$ cat src/rtl/sevenseg_pkg.sv
// Shared glyph codes and segment patterns for the eight-digit seven-segment scan driver.
// Segment patterns are active-high, bit order gfedcba.
package sevenseg_pkg;

    localparam logic [4:0] CODE_BLANK = 5'h10;
    localparam logic [4:0] CODE_MINUS = 5'h11;
    localparam logic [4:0] CODE_L     = 5'h12;
    localparam logic [4:0] CODE_R     = 5'h13;
    localparam logic [4:0] CODE_O     = 5'h14;
    localparam logic [4:0] CODE_U     = 5'h15;
    localparam logic [4:0] CODE_P     = 5'h16;
    localparam logic [4:0] CODE_H     = 5'h17;

    localparam logic [6:0] GLYPH_BLANK = 7'h00;
    localparam logic [6:0] GLYPH_MINUS = 7'h40;
    localparam logic [6:0] GLYPH_L     = 7'h38;
    localparam logic [6:0] GLYPH_R     = 7'h50;
    localparam logic [6:0] GLYPH_O     = 7'h5C;
    localparam logic [6:0] GLYPH_U     = 7'h3E;
    localparam logic [6:0] GLYPH_P     = 7'h73;
    localparam logic [6:0] GLYPH_H     = 7'h76;

    localparam logic [6:0] GLYPH_HEX [16] = '{
        7'h3F, 7'h06, 7'h5B, 7'h4F, 7'h66, 7'h6D, 7'h7D, 7'h07,
        7'h7F, 7'h6F, 7'h77, 7'h7C, 7'h39, 7'h5E, 7'h79, 7'h71
    };

    typedef enum logic {
        PH_BLANK = 1'b0,
        PH_ON    = 1'b1
    } phase_t;

endpackage

$ cat src/rtl/sevenseg_glyph_decode.sv
// Combinational glyph lookup: 5-bit digit code to active-high gfedcba segment pattern.
module sevenseg_glyph_decode
    import sevenseg_pkg::*;
(
    input  logic [4:0] i_code,
    output logic [6:0] o_glyph
);

    always_comb begin
        o_glyph = GLYPH_BLANK;
        if (!i_code[4]) begin
            o_glyph = GLYPH_HEX[i_code[3:0]];
        end else begin
            case (i_code)
                CODE_MINUS: o_glyph = GLYPH_MINUS;
                CODE_L:     o_glyph = GLYPH_L;
                CODE_R:     o_glyph = GLYPH_R;
                CODE_O:     o_glyph = GLYPH_O;
                CODE_U:     o_glyph = GLYPH_U;
                CODE_P:     o_glyph = GLYPH_P;
                CODE_H:     o_glyph = GLYPH_H;
                default:    o_glyph = GLYPH_BLANK;
            endcase
        end
    end

endmodule

$ cat src/rtl/sevenseg_scan_driver.sv
// Eight-digit multiplexed seven-segment driver with per-frame input snapshot and
// an all-anodes-off gap at the start of every digit slot. All outputs registered, active-low.
module sevenseg_scan_driver
    import sevenseg_pkg::*;
#(
    parameter int TICKS_PER_DIGIT = 100000,
    parameter int BLANK_TICKS     = 1000
) (
    input  logic       i_clk,
    input  logic       i_reset,
    input  logic [4:0] i_dig0,
    input  logic [4:0] i_dig1,
    input  logic [4:0] i_dig2,
    input  logic [4:0] i_dig3,
    input  logic [4:0] i_dig4,
    input  logic [4:0] i_dig5,
    input  logic [4:0] i_dig6,
    input  logic [4:0] i_dig7,
    input  logic [7:0] i_dp,
    output logic [7:0] o_an_n,
    output logic [6:0] o_seg_n,
    output logic       o_dp_n,
    output logic       o_frame_start
);

    localparam int TW = (TICKS_PER_DIGIT > 1) ? $clog2(TICKS_PER_DIGIT) : 1;
    localparam logic [TW-1:0] TICK_LAST = TW'(TICKS_PER_DIGIT - 1);

    logic [2:0]    r_idx;
    logic [TW-1:0] r_tick;
    logic [4:0]    r_shadow [8];
    logic [7:0]    r_shadow_dp;
    logic          r_load_pending;
    logic [7:0]    r_an_n;
    logic [6:0]    r_seg_n;
    logic          r_dp_n;
    logic          r_frame_start;

    logic [4:0]    w_dig [8];
    logic          w_tick_last;
    logic          w_load;
    logic [4:0]    w_code;
    logic [6:0]    w_glyph;
    phase_t        w_phase;

    assign w_dig[0] = i_dig0;
    assign w_dig[1] = i_dig1;
    assign w_dig[2] = i_dig2;
    assign w_dig[3] = i_dig3;
    assign w_dig[4] = i_dig4;
    assign w_dig[5] = i_dig5;
    assign w_dig[6] = i_dig6;
    assign w_dig[7] = i_dig7;

    assign w_tick_last = (r_tick == TICK_LAST);
    // Snapshot only at the digit-7 to digit-0 wrap so a frame never mixes old and new codes.
    assign w_load      = r_load_pending | (w_tick_last & (r_idx == 3'd7));
    assign w_code      = r_shadow[r_idx];

    generate
        if (BLANK_TICKS == 0) begin : g_no_blank
            assign w_phase = PH_ON;
        end else begin : g_blank
            localparam logic [TW-1:0] BLANK_END = TW'(BLANK_TICKS);
            assign w_phase = (r_tick < BLANK_END) ? PH_BLANK : PH_ON;
        end
    endgenerate

    sevenseg_glyph_decode u_glyph (
        .i_code  (w_code),
        .o_glyph (w_glyph)
    );

    always_ff @(posedge i_clk or posedge i_reset) begin
        if (i_reset) begin
            r_idx  <= 3'd0;
            r_tick <= '0;
        end else if (w_tick_last) begin
            r_tick <= '0;
            r_idx  <= r_idx + 3'd1;
        end else begin
            r_tick <= r_tick + 1'b1;
        end
    end

    always_ff @(posedge i_clk or posedge i_reset) begin
        if (i_reset) begin
            for (int i = 0; i < 8; i++) r_shadow[i] <= CODE_BLANK;
            r_shadow_dp    <= 8'h00;
            r_load_pending <= 1'b1;
        end else if (w_load) begin
            for (int i = 0; i < 8; i++) r_shadow[i] <= w_dig[i];
            r_shadow_dp    <= i_dp;
            r_load_pending <= 1'b0;
        end
    end

    always_ff @(posedge i_clk or posedge i_reset) begin
        if (i_reset) begin
            r_an_n        <= 8'hFF;
            r_seg_n       <= 7'h7F;
            r_dp_n        <= 1'b1;
            r_frame_start <= 1'b0;
        end else begin
            r_frame_start <= w_load;
            if (w_phase == PH_BLANK) begin
                r_an_n  <= 8'hFF;
                r_seg_n <= 7'h7F;
                r_dp_n  <= 1'b1;
            end else begin
                r_an_n  <= ~(8'b1 << r_idx);
                r_seg_n <= ~w_glyph;
                r_dp_n  <= ~r_shadow_dp[r_idx];
            end
        end
    end

    assign o_an_n        = r_an_n;
    assign o_seg_n       = r_seg_n;
    assign o_dp_n        = r_dp_n;
    assign o_frame_start = r_frame_start;

endmodule

$ cat config.mk
export PLATFORM = sky130hd
export DESIGN_NAME = sevenseg_scan_driver
export DESIGN_NICKNAME = d
export VERILOG_FILES = /design/src/rtl/sevenseg_pkg.sv /design/src/rtl/sevenseg_glyph_decode.sv /design/src/rtl/sevenseg_scan_driver.sv
export SDC_FILE = /design/constraint.sdc
export NUM_CORES = 1
export LEC_CHECK = 0
export CAP_MARGIN = 20
export CORE_AREA = 2 2 91 93
export CTS_CLUSTER_DIAMETER = 150
export DETAILED_ROUTE_END_ITERATION = 7
export DIE_AREA = 0 0 93 95
export PLACE_DENSITY_LB_ADDON = 0.05
export SETUP_SLACK_MARGIN = 0.4
export SYNTH_ARGS = -nofsm -noshare
export SYNTH_HDL_FRONTEND = slang
export SYNTH_HIERARCHICAL = 1
export SYNTH_SLANG_ARGS = --single-unit
$ cat constraint.sdc
create_clock -name i_clk -period 2.95 [get_ports i_clk]
set_input_delay 0.59 -clock i_clk [delete_from_list [all_inputs] [get_ports i_clk]]
set_output_delay 0.59 -clock i_clk [all_outputs]
set_load 0.03 [all_outputs]
* Word level (Yosys, flattened, before mapping)
Memory sizes are Yosys's and may differ from the RTL's.
Cells that the tools add are included.
** Word-level totals
- RAM bits :: 0
- Memories kept :: 1
- Bits of input ports :: 50
- Register bits :: 86
- Output and inout bits :: 17
- Bits in read-only memories :: 112
- Logic and storage cells :: 53
- Latch bits :: 0
** Operators by class
- Order comparisons :: 4
- Multiply operators :: 0
- Reductions and logical operators :: 0
- Bitwise operators :: 7
- Shift-type cells :: 1
- Eq/ne operators :: 9
- Mux-type cells :: 13
- Add/sub/neg operators :: 2
- Div/mod/pow operators :: 0
** Memories
- (no name shown) :: words 16, width 7, read ports 1, clocked after memory_dff 0, write ports 0, RTL line sevenseg_glyph_decode.sv:12 : o_glyph = GLYPH_HEX[i_code[3:0]];
** Operators with widths (count)
- one-hot mux 7 bit (7 select lines) :: 1
- equality test 5 bit (second input constant) :: 7
- 2-to-1 mux 7 bit :: 4
- adder 17 x 1 -> 17 bit (second input constant) :: 1
- equality test 17 bit (second input constant) :: 1
- < comparator 17 x 10 -> 1 bit (second input constant) :: 1
- 2-to-1 mux 17 bit :: 1
- binary-select mux 5 bit (select 3 bit) :: 1
- 2-to-1 mux 5 bit :: 2
- 2-to-1 mux 8 bit :: 1
- inverter 8 bit :: 1
- left shift 1 x 3 -> 8 bit (first input constant) :: 1
- inverter 7 bit :: 1
- greater-or-equal comparator 5 bit (second input constant) :: 1
- inverter 4 -> 5 bit :: 1
- greater-or-equal comparator 4 bit (second input constant) :: 1
- < comparator 3 x 4 -> 1 bit (second input constant) :: 1
- inverter 3 -> 4 bit :: 1
- adder 3 x 1 -> 3 bit (second input constant) :: 1
- binary-select mux 1 bit (select 3 bit) :: 1
- equality test 3 bit (second input constant) :: 1
- 2-to-1 mux 1 bit :: 2
- AND 1 bit :: 1
- inverter 1 bit :: 1
- OR 1 bit :: 1

* Logic depth before layout (Yosys ltp)
Gate-level depths: netlist of run 1.
- Depth after elaboration :: 11
- Mapped depth :: 10
- Mapped depth without buffers :: 9

* Cells and area by module
The synthesis of run 1 kept the hierarchy.
** By module, submodules not included
- sevenseg_scan_driver :: cells each 271, sequential area each 2183.3 sq um, area each 3778.6 sq um, instances 1
- sevenseg_glyph_decode :: cells each 56, sequential area each 0.0 sq um, area each 395.4 sq um, instances 1

* Least setup slack after synthesis of run 1
Ideal clock, no wire load.
- Kind :: register to register
- Start point :: reg r_idx[0]
- End point :: reg r_seg_n[1], in the netlist o_seg_n[1]
- Period minus slack after synthesis :: 2.457 ns
- Data arrival time :: 2.394 ns
- Setup time :: 0.063 ns
- Buffers on the path :: 1
- Stages on the path, launching flop included :: 10
- Required time :: 2.887 ns
- Slack :: 0.493 ns
- Path through :: dfrtp_1 -> buf_2 -> mux4_2 -> nand2_1 -> nand2_1 -> ha_1 -> or3_1 -> a31oi_1 -> o21ai_1 -> nand2_1
** Between the ends
- Cells in the longest elaborated chain, start to end :: 11
- Elaborated cells between the ends (all ways) :: 19
- Classes of those cells :: eq/ne: 7; mux: 8; bitwise: 3; memory: 1
** Ends and longest elaborated chain
- from (decl) :: RTL line sevenseg_scan_driver.sv:29 : logic [2:0] r_idx;
- from (signal assigned) :: RTL line sevenseg_scan_driver.sv:80 : r_idx <= r_idx + 3'd1;
- inverter 3 -> 4 bit (not written as such) (*) :: RTL line sevenseg_scan_driver.sv:58 : assign w_code = r_shadow[r_idx];
- binary-select mux 5 bit (select 3 bit) (*) :: RTL line sevenseg_scan_driver.sv:58
- 2-to-1 mux 5 bit (not written as such) (*) (2 in series) :: RTL line sevenseg_scan_driver.sv:58
- net w_code[0] :: RTL line sevenseg_scan_driver.sv:42 : logic [4:0] w_code;
- inverter 4 -> 5 bit (not written as such) :: RTL line sevenseg_glyph_decode.sv:12
- memory read (16 x 7 bit)
- 2-to-1 mux 7 bit (not written as such) (2 in series) :: RTL line sevenseg_glyph_decode.sv:12
- 2-to-1 mux 7 bit (*) :: RTL line sevenseg_glyph_decode.sv:11 : if (!i_code[4]) begin
- net w_glyph[1] :: RTL line sevenseg_scan_driver.sv:43 : logic [6:0] w_glyph;
- inverter 7 bit (*) :: RTL line sevenseg_scan_driver.sv:112 : r_seg_n <= ~w_glyph;
- 2-to-1 mux 7 bit (*) :: RTL line sevenseg_scan_driver.sv:106 : if (w_phase == PH_BLANK) begin
- to (signal assigned) :: RTL line sevenseg_scan_driver.sv:112
- to (decl) :: RTL line sevenseg_scan_driver.sv:35 : logic [6:0] r_seg_n;
Mark *: on every way through the listed nets, which the timed path passes. The rest lies on a longest branch. The select of a mux whose other input is x is not followed.
A chain may end at the register's enable or synchronous reset.

* Worst setup path after layout of run 1
- Start point :: reg r_idx[0]
- End point :: reg r_seg_n[6], in the netlist o_seg_n[6]
Same word-level chain as after synthesis.

==> metrics.md, run 1 <==
| Metric | Value |
|---|---|
| Status | `complete, no violations` |
| FMAX | `0.412 GHz` |
| Critical path peak fanout | `12` |
| Synth Area per Inst | `roughly 13 um2` |
| Top-Level Pins | `67` |
| End of the critical path | `o_seg_n[6]$_DFF_PP1_` |
| Sequential power share | `49.6%` |
| Clk Latency, worst-skew pair | `roughly 0.36 ns` |
| Hold-fix buffers at CTS | `0` |
| H-tree depth | `3` |
| Comb power frac | `13.1%` |
| Total count of max-transition violations in the final report | `0` |
| DR pass1 iterations | `4` |
| Placed wire-length estimate | `~5.6 mm` |
| Clock power frac | `a little under two fifths` |
| Peak VDD IR | `slightly below 300 uV` |
| Ratio of total power to cell area | `roughly 500 mW/mm2` |
| RSZ-0062 raised after global routing | `yes` |
| Main synth FF type | `dfrtp_1` |
| Pwr Total | `between 2 and 3 mW` |
| Synth warn | `6` |
| Worst Skew | `roughly 0.014 ns` |
| Reg2Reg Depth | `9` |
| Worst-path clk slew | `approximately 0.080 ns` |
| Tmin final | `2.43 ns` |
| Most common cell after layout, fill and taps aside | `clkdlybuf4s50_1` |
| Hold depth | `1` |
| Final worst path period share | `82.2%` |
| Gpl congestion | `0.885` |
| Root buffer cell | `clkbuf_8` |
| CORE AREA | `just under 0.008 mm2` |
| Clock sinks | `between 80 and 90` |
| Crit path launch type | `flip-flop` |
| Clock Path Buffers | `2` |
| Setup crit start | `r_idx[0]$_DFFE_PP0N_` |
| Routed WL | `around 8.0 mm` |
| Largest net degree at the start of global routing | `50` |
| Area grow syn2layout | `24.5%` |
| Starting Density | `between 50% and 60%` |
| Worst reg2reg path startpoint | `r_idx[0]$_DFFE_PP0N_` |
| Final hold violation count | `0` |
| CP endpoint kind | `flip-flop` |
| Register area share after synthesis | `a little over half` |
| Detailed-route via count | `~2700` |
| Full die area | `between 0.008 and 0.009 mm2` |
| EDFF count, synth | `0` |
| DIE HEIGHT | `between 90 and 100 um` |
| First-pass GRT wire length | `~13 mm` |
| Grt ovf | `0` |
| Net count after synthesis | `around 390` |
| R2R Setup Slk | `0.52 ns` |
| Mapped Area | `0.00417 mm2` |
| CP Data Required Time | `around 3.2 ns` |
| Initial antenna violation count | `0` |
| Slew @ Worst Pin | `around 0.6 ns` |
| Via density | `between 5 and 6` |
| Post-layout util | `roughly 66%` |
| Setup violators final | `0` |
| Max-slew headroom | `roughly 61%` |
| Net Sw Frac | `a little under a quarter` |
| Max Cap Viol | `0` |
| Synthesized flop and latch total | `86` |
| Port bufs | `66` |
| Total CTS buffers | `9` |
| Static Leak | `~2.1 nW` |
| R2R Path End | `o_seg_n[6]$_DFF_PP1_` |
| Critical path arrival | `~2.7 ns` |
| Syn Inst Count | `around 330` |
| Vias in the first global route | `2735` |
| Setup TNS | `0 ns` |
| Most frequent cells in the layout | `66 x clkdlybuf4s50_1, 59 x dfrtp_1, 44 x nand2_1, 39 x mux2_2, 25 x dfstp_2` |
| Layout cells sized above 1 | `29.6%` |
| # diodes | `0` |
| Distinct cell type count after synthesis | `between 50 and 60` |
| P_int | `2.00 mW` |
| # rows | `33` |
| Sw Pwr | `around 0.6 mW` |
| Wire length per cell | `between 15 and 20 um` |
| Nets | `between 400 and 500` |
| Routed Antenna Nets | `0` |
| Worst hold path type | `reg2reg` |
| Initial DRC count | `about 110` |
| FFs w/ async S/R, synth | `100%` |
| CTS tree | `built` |
| DRC errors left | `0` |
| Chip width | `roughly 93 um` |
| WS Path Type | `reg2reg` |
| Total GRT Usage | `between 10% and 20%` |
==> per-layer routing <==
metal	GRT usage (%)	up-vias	wire, um
li1	-	1294	-
met1	26.8	1320	3640
met2	31.3	69	3860
met3	4.31	9	350
met4	7.23	0	105
met5	0	-	0
==> cells by family (layout without fill, tap and decap cells) <==
logic type / Yosys count / count (layout) / share of synthesized area [%]
AND/OR/NAND/NOR: 97 / 97 / 11.5
flip-flops: 86 / 86 / 52.3
multiplexers: 62 / 62 / 20.7
buffers and inverters: 28 / 103 / 3.93
AO/OA/AOI/OAI: 26 / 26 / 4.77
XOR/XNOR: 15 / 15 / 3.15
adder cells (fa/ha/maj): 12 / 12 / 3.60
other: 1 / 1 / 0.0898
==> per-stage QoR <==
stage               cells  hold WS [ns]  instance area (um2)  worst slack, ns
floorplan             327         0.468                 4180            0.493
global placement      490         0.484                 4940            0.335
detailed placement    490         0.489                 4940            0.266
CTS                   506         0.507                 5180            0.410
global route          507         0.523                 5200            0.372
finish                507         0.507                 5200            0.525
==> worst min path at each step <==
| stage | slack [ns] | startpoint | endpoint |
|---|---|---|---|
| after floorplan | 0.47 | r_tick[12]$_DFF_PP0_ | r_tick[12]$_DFF_PP0_ |
| after global placement | 0.48 | r_shadow[18]$_DFFE_PP0P_ | r_shadow[18]$_DFFE_PP0P_ |
| after detailed placement | 0.49 | r_shadow[25]$_DFFE_PP0P_ | r_shadow[25]$_DFFE_PP0P_ |
| after CTS | 0.51 | r_shadow[25]$_DFFE_PP0P_ | r_shadow[25]$_DFFE_PP0P_ |
| after global routing | 0.52 | r_shadow[25]$_DFFE_PP0P_ | r_shadow[25]$_DFFE_PP0P_ |
| final | 0.51 | r_shadow[25]$_DFFE_PP0P_ | r_shadow[25]$_DFFE_PP0P_ |
==> Yosys cell counts, types with 5 or more instances <==
cell type / count / area, um2
xnor2_1: 10 / 87.6
xor2_1: 5 / 43.8
ha_1: 12 / 150
mux2_4: 9 / 135
nand2_1: 44 / 165
mux4_2: 12 / 270
mux2_2: 39 / 439
buf_4: 6 / 45.0
nand4_1: 6 / 37.5
inv_1: 9 / 33.8
dfstp_2: 25 / 657
nand3_1: 6 / 30.0
dfrtp_1: 61 / 1530
nor2_1: 12 / 45.0
==> power by group through the flow <==
stage | sequential, mW | combinational (mW) | clock [mW]
final | 1.29 | 0.342 | 0.974
after global routing | 1.30 | 0.376 | 1.04
after CTS | 1.29 | 0.343 | 0.994
after detailed placement | 1.32 | 0.340 | 0
after global placement | 1.32 | 0.334 | 0
after floorplan | 1.30 | 0.237 | 0
==> final cells by class <==
type	instances	area (um2)
fillers	641	2730
flip-flops and latches	86	2190
multi-input cells	213	1830
repair buffers	76	761
clock buffers	12	165
well taps	105	131
clock inverters	4	76.3
inverters	11	45.0
==> flip-flops by register name, indices dropped and copies added, names as in the netlist <==
signal	flops
o_an_n	8
r_idx	3
o_dp_n	1
r_shadow	40
r_shadow_dp	8
o_frame_start	1
r_tick	17
o_seg_n	7
r_load_pending	1
==> worst max-delay path: stages, from the launching register on <==
cell and delay, ns:
dfrtp_4 0.55, mux4_2 0.54, nand2_1 0.10, nand2_1 0.15
inv_1 0.14, ha_2 0.26, nor2_1 0.09, o211a_1 0.25
o31ai_2 0.21, nand2_1 0.07
==> repair_timing <==
item                       in CTS  in global routing
gates resized for setup         2                  2
setup endpoints to repair       7                  7
setup buffers                   0                  1
pin swaps                       0                  0
(Power assumes the default switching activity.)
==> run 2: changes to the inputs <==
- clock period: 2.95 -> 2.3 ns (I/O delays scaled with it)
==> run 2 against run 1 <==
- routed wire length is 16% higher
- die area is the same
- hold slack improved by 0.0086 ns
- first-iteration DRC count is 6.4% lower
- core utilization increased by 8.9 points
- global-route usage increased by 2.3 points
- via count up 7.2%
- power increased by 39%
- fmax rose by 9.0%
- setup slack lost 0.45 ns
- cell count grew 5.5%
- critical path type unchanged
- critical endpoint is now o_seg_n[1]$_DFF_PP1_
- largest power group unchanged
==> metrics.md, run 2 (synthesized netlist as in run 1, its figures left out) <==
| Metric | Value |
|---|---|
| Status | `complete, no violations` |
| Total CTS buffers | `9` |
| Final hold violation count | `0` |
| Hold WS | `slightly above 0.5 ns` |
| Initial antenna violation count | `0` |
| Layout fillers | `between 500 and 600` |
| Vias in the first global route | `2967` |
| Setup ws final | `around 0.075 ns` |
| Most frequent cells in the layout | `60 x dfrtp_1, 50 x clkdlybuf4s50_1, 47 x mux2_4, 34 x nand2_1, 25 x dfstp_2` |
| FMAX | `around 0.45 GHz` |
| CP endpoint kind | `flip-flop` |
| CORE AREA | `slightly below 0.008 mm2` |
| Total GRT Usage | `about 22%` |
| Area grow syn2layout | `41.4%` |
| Pwr Total | `3.62 mW` |
| Crit path launch type | `flip-flop` |
| Critical path peak fanout | `6` |
| Most common cell after layout, fill and taps aside | `dfrtp_1` |
| Initial DRC count | `around 100` |
| Placed wire-length estimate | `between 5 and 6 mm` |
| Clock sinks | `86` |
| CTS tree | `built` |
| # rows | `33` |
| Via density | `between 5 and 6` |
| Critical path arrival | `roughly 2.5 ns` |
| Hold-fix buffers at CTS | `0` |
| CP Data Required Time | `~2.6 ns` |
| Pre-CTS setup slack | `-0.0708 ns` |
| Starting Density | `52.7%` |
| Top-Level Pins | `67` |
| Setup violators final | `0` |
| Top reg by flops | `r_shadow` |
| Static Leak | `~2.5 nW` |
| Detailed-route via count | `between 2000 and 3000` |
| Max reg flops | `40` |
| Routed Antenna Nets | `0` |
| Routed WL | `between 9 and 10 mm` |
| Final worst path period share | `a little under 100%` |
| Layout cells sized above 1 | `41.4%` |
| DR pass1 iterations | `6` |
| Wire length per cell | `17.3 um` |
| Largest registers | `r_shadow x40, r_tick x17` |
| DRC errors left | `0` |
| Nets | `just under 500` |
| Full die area | `roughly 0.0088 mm2` |
| DIE HEIGHT | `~95 um` |
| H-tree depth | `3` |
| Chip width | `between 90 and 100 um` |
| Peak VDD IR | `between 300 and 400 uV` |
| Worst-path clk slew | `about 0.090 ns` |
| Root buffer cell | `clkbuf_8` |
| Worst hold path type | `reg2reg` |
| Clock Path Buffers | `2` |
| RSZ-0062 raised after global routing | `yes` |
| Largest net degree at the start of global routing | `between 80 and 90` |
| Total count of max-transition violations in the final report | `0` |
| First-pass GRT wire length | `approximately 15 mm` |
| Grt ovf | `0` |
| Worst Skew | `between 0.01 and 0.015 ns` |
| Port bufs | `between 60 and 70` |
| Clk Latency, worst-skew pair | `around 0.36 ns` |
| WS Path Type | `reg2reg` |
| Ratio of total power to cell area | `613 mW/mm2` |
| Gpl congestion | `roughly 0.87` |
| Max Cap Viol | `0` |
| # diodes | `0` |
| Tmin final | `2.23 ns` |
==> run 2: cell count changes in the layout (fill, tap and decap cells not counted), moves of 5 or more <==
cell             change
buf_4               +15
clkdlybuf4s50_1     -16
dlygate4sd2_1       +16
ha_1                 -5
mux2_2              -38
mux2_4              +38
nand2_1             -10
nand2_2              +5
nand2_4              +5
==> run 2: worst paths after layout <==
| kind | startpoint | endpoint | slack [ns] | depth (start not counted) |
|---|---|---|---|---|
| setup / recovery | r_idx[0]$_DFFE_PP0N_ | o_seg_n[1]$_DFF_PP1_ | 0.07 | 9 |
| hold / removal | r_shadow[6]$_DFFE_PP0P_ | r_shadow[6]$_DFFE_PP0P_ | 0.52 | 1 |
| setup reg to reg | r_idx[0]$_DFFE_PP0N_ | o_seg_n[1]$_DFF_PP1_ | 0.07 | 9 |
| hold reg to reg | r_shadow[6]$_DFFE_PP0P_ | r_shadow[6]$_DFFE_PP0P_ | 0.52 | 1 |
| max in group asynchronous | i_reset | r_shadow[29]$_DFFE_PP1P_ | 1.35 | 3 |
| min in group asynchronous | i_reset | r_tick[10]$_DFF_PP0_ | 0.57 | 3 |
==> run 2: final cells by class <==
cell class	instances	area [um2]	area share (%)
Clock buffer	9	124	2.10
Clock inverter	7	125	2.12
Inverter	11	50.0	0.848
Multi-Input combinational cell	213	2140	36.3
Sequential cell	86	2190	37.0
Tap cell	105	131	2.23
Timing Repair Buffer	104	1140	19.4
==> run 2: timing repair <==
action | CTS | global route
gates resized for setup | 37 | 14
cloned | 4 | 1
setup buffers | 7 | 5
endpoints found under the setup margin | 72 | 57
pin swaps | 12 | 12
==> run 2: power by group <==
part	leakage, nW	total (mW)	internal [mW]	switching [mW]
clock network	0.125	1.31	0.737	0.578
registers	1.00	1.67	1.61	0.0555
logic	1.39	0.641	0.392	0.249
total	2.52	3.62	2.74	0.882
==> run 2: metrics by stage <==
stage | utilization, % | setup TNS, ns | instances | cell area (um2)
finish | 74.5 | 0 | 535 | 5900
global route | 74.5 | -0.00384 | 535 | 5900
CTS | 72.7 | 0 | 529 | 5770
detailed placement | 66.4 | -0.309 | 502 | 5260
global placement | 66.4 | 0 | 502 | 5260
floorplan | - | 0 | 327 | 4420
==> run 2: per-layer routing <==
layer	vias to the layer above	global-route usage (%)	share of wire, %
met5	-	0	0
met4	0	6.86	1.7
met3	22	4.63	4.1
met2	89	36.5	49
met1	1425	29.2	45
li1	1351	-	-
==> run 2: worst max-delay path, stage by stage (launching register included) <==
cell and delay [ns]:
dfrtp_4 0.50, buf_12 0.15, mux4_2 0.44, nand2_2 0.10
nand2_4 0.10, ha_4 0.18, or3_4 0.39, a31oi_2 0.14
o21ai_1 0.09, nand2_1 0.07
==> run 3: changes to the inputs <==
- CORE_AREA: 2 2 91 93 -> 2 2 128 68
- DIE_AREA: 0 0 93 95 -> 0 0 130 70
==> run 3 against run 2 <==
- die area up 3.0%
- non-clock buffer count up 13
- cell count up 4.7%
- combinational power up 2%
- sequential share of layout area down 1.3 points
- critical path depth unchanged
- hold slack worse by 0.092 ns
- routed wire length up 15%
- setup slack better by 0.064 ns
- register-to-register slack better by 0.06 ns
- sequential power about the same
==> metrics.md, run 3 (synthesized netlist as in run 1, its figures left out) <==
| Metric | Value |
|---|---|
| Worst Skew | `0.00819 ns` |
| Slowest stage delay, CP | `approximately 0.44 ns` |
| Detailed-route via count | `between 2000 and 3000` |
| CP endpoint kind | `flip-flop` |
| Max-slew headroom | `between 60% and 70%` |
| Port bufs | `66` |
| First-pass GRT wire length | `17.3 mm` |
| Placed wire-length estimate | `6.96 mm` |
| Initial DRC count | `between 150 and 200` |
| Final worst path period share | `between 90% and 100%` |
| RSZ-0062 raised after global routing | `yes` |
| Total count of max-transition violations in the final report | `0` |
| Routed Antenna Nets | `0` |
| CORE AREA | `0.00820 mm2` |
| Chip width | `~130 um` |
| Clk Latency, worst-skew pair | `about 0.34 ns` |
| Clock Path Buffers | `2` |
| Most frequent cells in the layout | `59 x dfrtp_1, 50 x clkdlybuf4s50_1, 48 x mux2_4, 34 x nand2_1, 29 x buf_4` |
| Ratio of total power to cell area | `604 mW/mm2` |
| Most used cell, CP | `buf_12` |
| Critical path arrival | `2.39 ns` |
| Largest registers | `r_shadow x40, r_tick x17` |
| Setup violators final | `0` |
| # rows | `24` |
| Max reg flops | `40` |
| WS Path Type | `reg2reg` |
| Starting Density | `50.9%` |
| Post-layout util | `around three quarters` |
| Clock sinks | `between 80 and 90` |
| Worst hold path type | `in2async` |
| Vias in the first global route | `between 3000 and 4000` |
| Hold WS | `roughly 0.42 ns` |
| Final hold violation count | `0` |
| Setup ws final | `about 0.14 ns` |
| Full die area | `between 0.009 and 0.01 mm2` |
| Crit path launch type | `flip-flop` |
| Initial antenna violation count | `0` |
| Worst path slowest cell | `dfrtp_2` |
| Max Cap Viol | `0` |
| Total CTS buffers | `9` |
| Setup TNS | `0 ns` |
| CP bufs+invs | `5` |
| # diodes | `0` |
| CTS tree | `built` |
| DIE HEIGHT | `about 70 um` |
| Wire length per cell | `18.9 um` |
| Static Leak | `approximately 2.6 nW` |
| Area grow syn2layout | `46.7%` |
| Top-Level Pins | `67` |
| Gpl congestion | `approximately 0.9` |
| Worst path top cell family by delay | `buffers and inverters` |
| Routed WL | `10.6 mm` |
| Pre-CTS setup slack | `approximately 0.033 ns` |
| Critical path peak fanout | `5` |
| Root buffer cell | `clkbuf_16` |
| Largest net degree at the start of global routing | `40` |
| Layout cells sized above 1 | `42.4%` |
| CP Data Required Time | `roughly 2.5 ns` |
| Peak VDD IR | `about 380 uV` |
| Tmin final | `between 2 and 2.5 ns` |
| Top reg by flops | `r_shadow` |
| DR pass1 iterations | `6` |
| Total GRT Usage | `between 20% and 30%` |
| Worst-path clk slew | `around 0.06 ns` |
| Status | `complete, no violations` |
| Slew @ Worst Pin | `0.536 ns` |
| DRC errors left | `0` |
| Grt ovf | `0` |
| Most common cell after layout, fill and taps aside | `dfrtp_1` |
| FMAX | `between 0.4 and 0.5 GHz` |
| Nets | `500` |
| H-tree depth | `3` |
| Worst-path cell chain | `buf_12, buf_4, ha_4, ha_4, a21oi_4, buf_12, buf_12, bufbuf_16, mux2_4` |
| Via density | `5.29` |
[run 3: worst paths after layout]
kind                                         startpoint                    endpoint  slack, ns  cells after the start
worst min-delay path                            i_reset  r_shadow_dp[4]$_DFFE_PP0P_       0.42                      2
worst max-delay path               r_idx[0]$_DFFE_PP0N_     r_shadow[6]$_DFFE_PP0P_       0.14                      9
max in group asynchronous                       i_reset  r_load_pending$_DFFE_PP1P_       1.29                      3
min in group i_clk              r_shadow[6]$_DFFE_PP0P_     r_shadow[6]$_DFFE_PP0P_       0.51                      1
worst min register to register  r_shadow[6]$_DFFE_PP0P_     r_shadow[6]$_DFFE_PP0P_       0.51                      1
worst max register to register     r_idx[0]$_DFFE_PP0N_     r_shadow[6]$_DFFE_PP0P_       0.14                      9
[run 3: timing repair]
action,4_1_cts,5_1_grt
setup buffers,21,2
resized for setup,48,8
hold buffers,0,0
cloned,6,0
hold endpoints to repair,0,0
endpoints found under the setup margin,73,57
pin swaps,12,1
[run 3: area by class of cell]
cell class              instances  area (um2)
clock buffers                   9         225
clock inverters                 7        55.1
fillers                       537        2080
inverters                      11        50.0
multi-input cells             213        2140
flip-flops and latches         86        2190
well taps                     117         146
repair buffers                117        1320
[run 3: report_power, final]
part           switching [mW]  internal (mW)  total [mW]
Clock                   0.629          0.743        1.37
Combinational           0.245          0.406       0.651
Sequential             0.0607           1.61        1.67
[run 3: per-stage QoR]
step	std cells	instance area [um2]	power (mW)
final	560	6120	3.70
after global routing	560	6120	3.86
after CTS	558	6060	3.70
after detailed placement	515	5290	2.23
after global placement	515	5290	2.22
after floorplan	327	4420	2.04
[run 3: routing by layer]
metal	global-route usage (%)	wire, um	vias up
met5	0	0	-
met4	5.38	63	0
li1	-	-	1393
met3	7.89	647	8
met2	33.2	4310	88
met1	42.2	5590	1476
[run 3: worst reg2reg max path, cell delays in order, from the launching register on]
cell,delay (ns)
dfrtp_2,0.44
buf_12,0.14
buf_4,0.15
ha_4,0.17
ha_4,0.17
a21oi_4,0.16
buf_12,0.15
buf_12,0.12
bufbuf_16,0.25
mux2_4,0.29
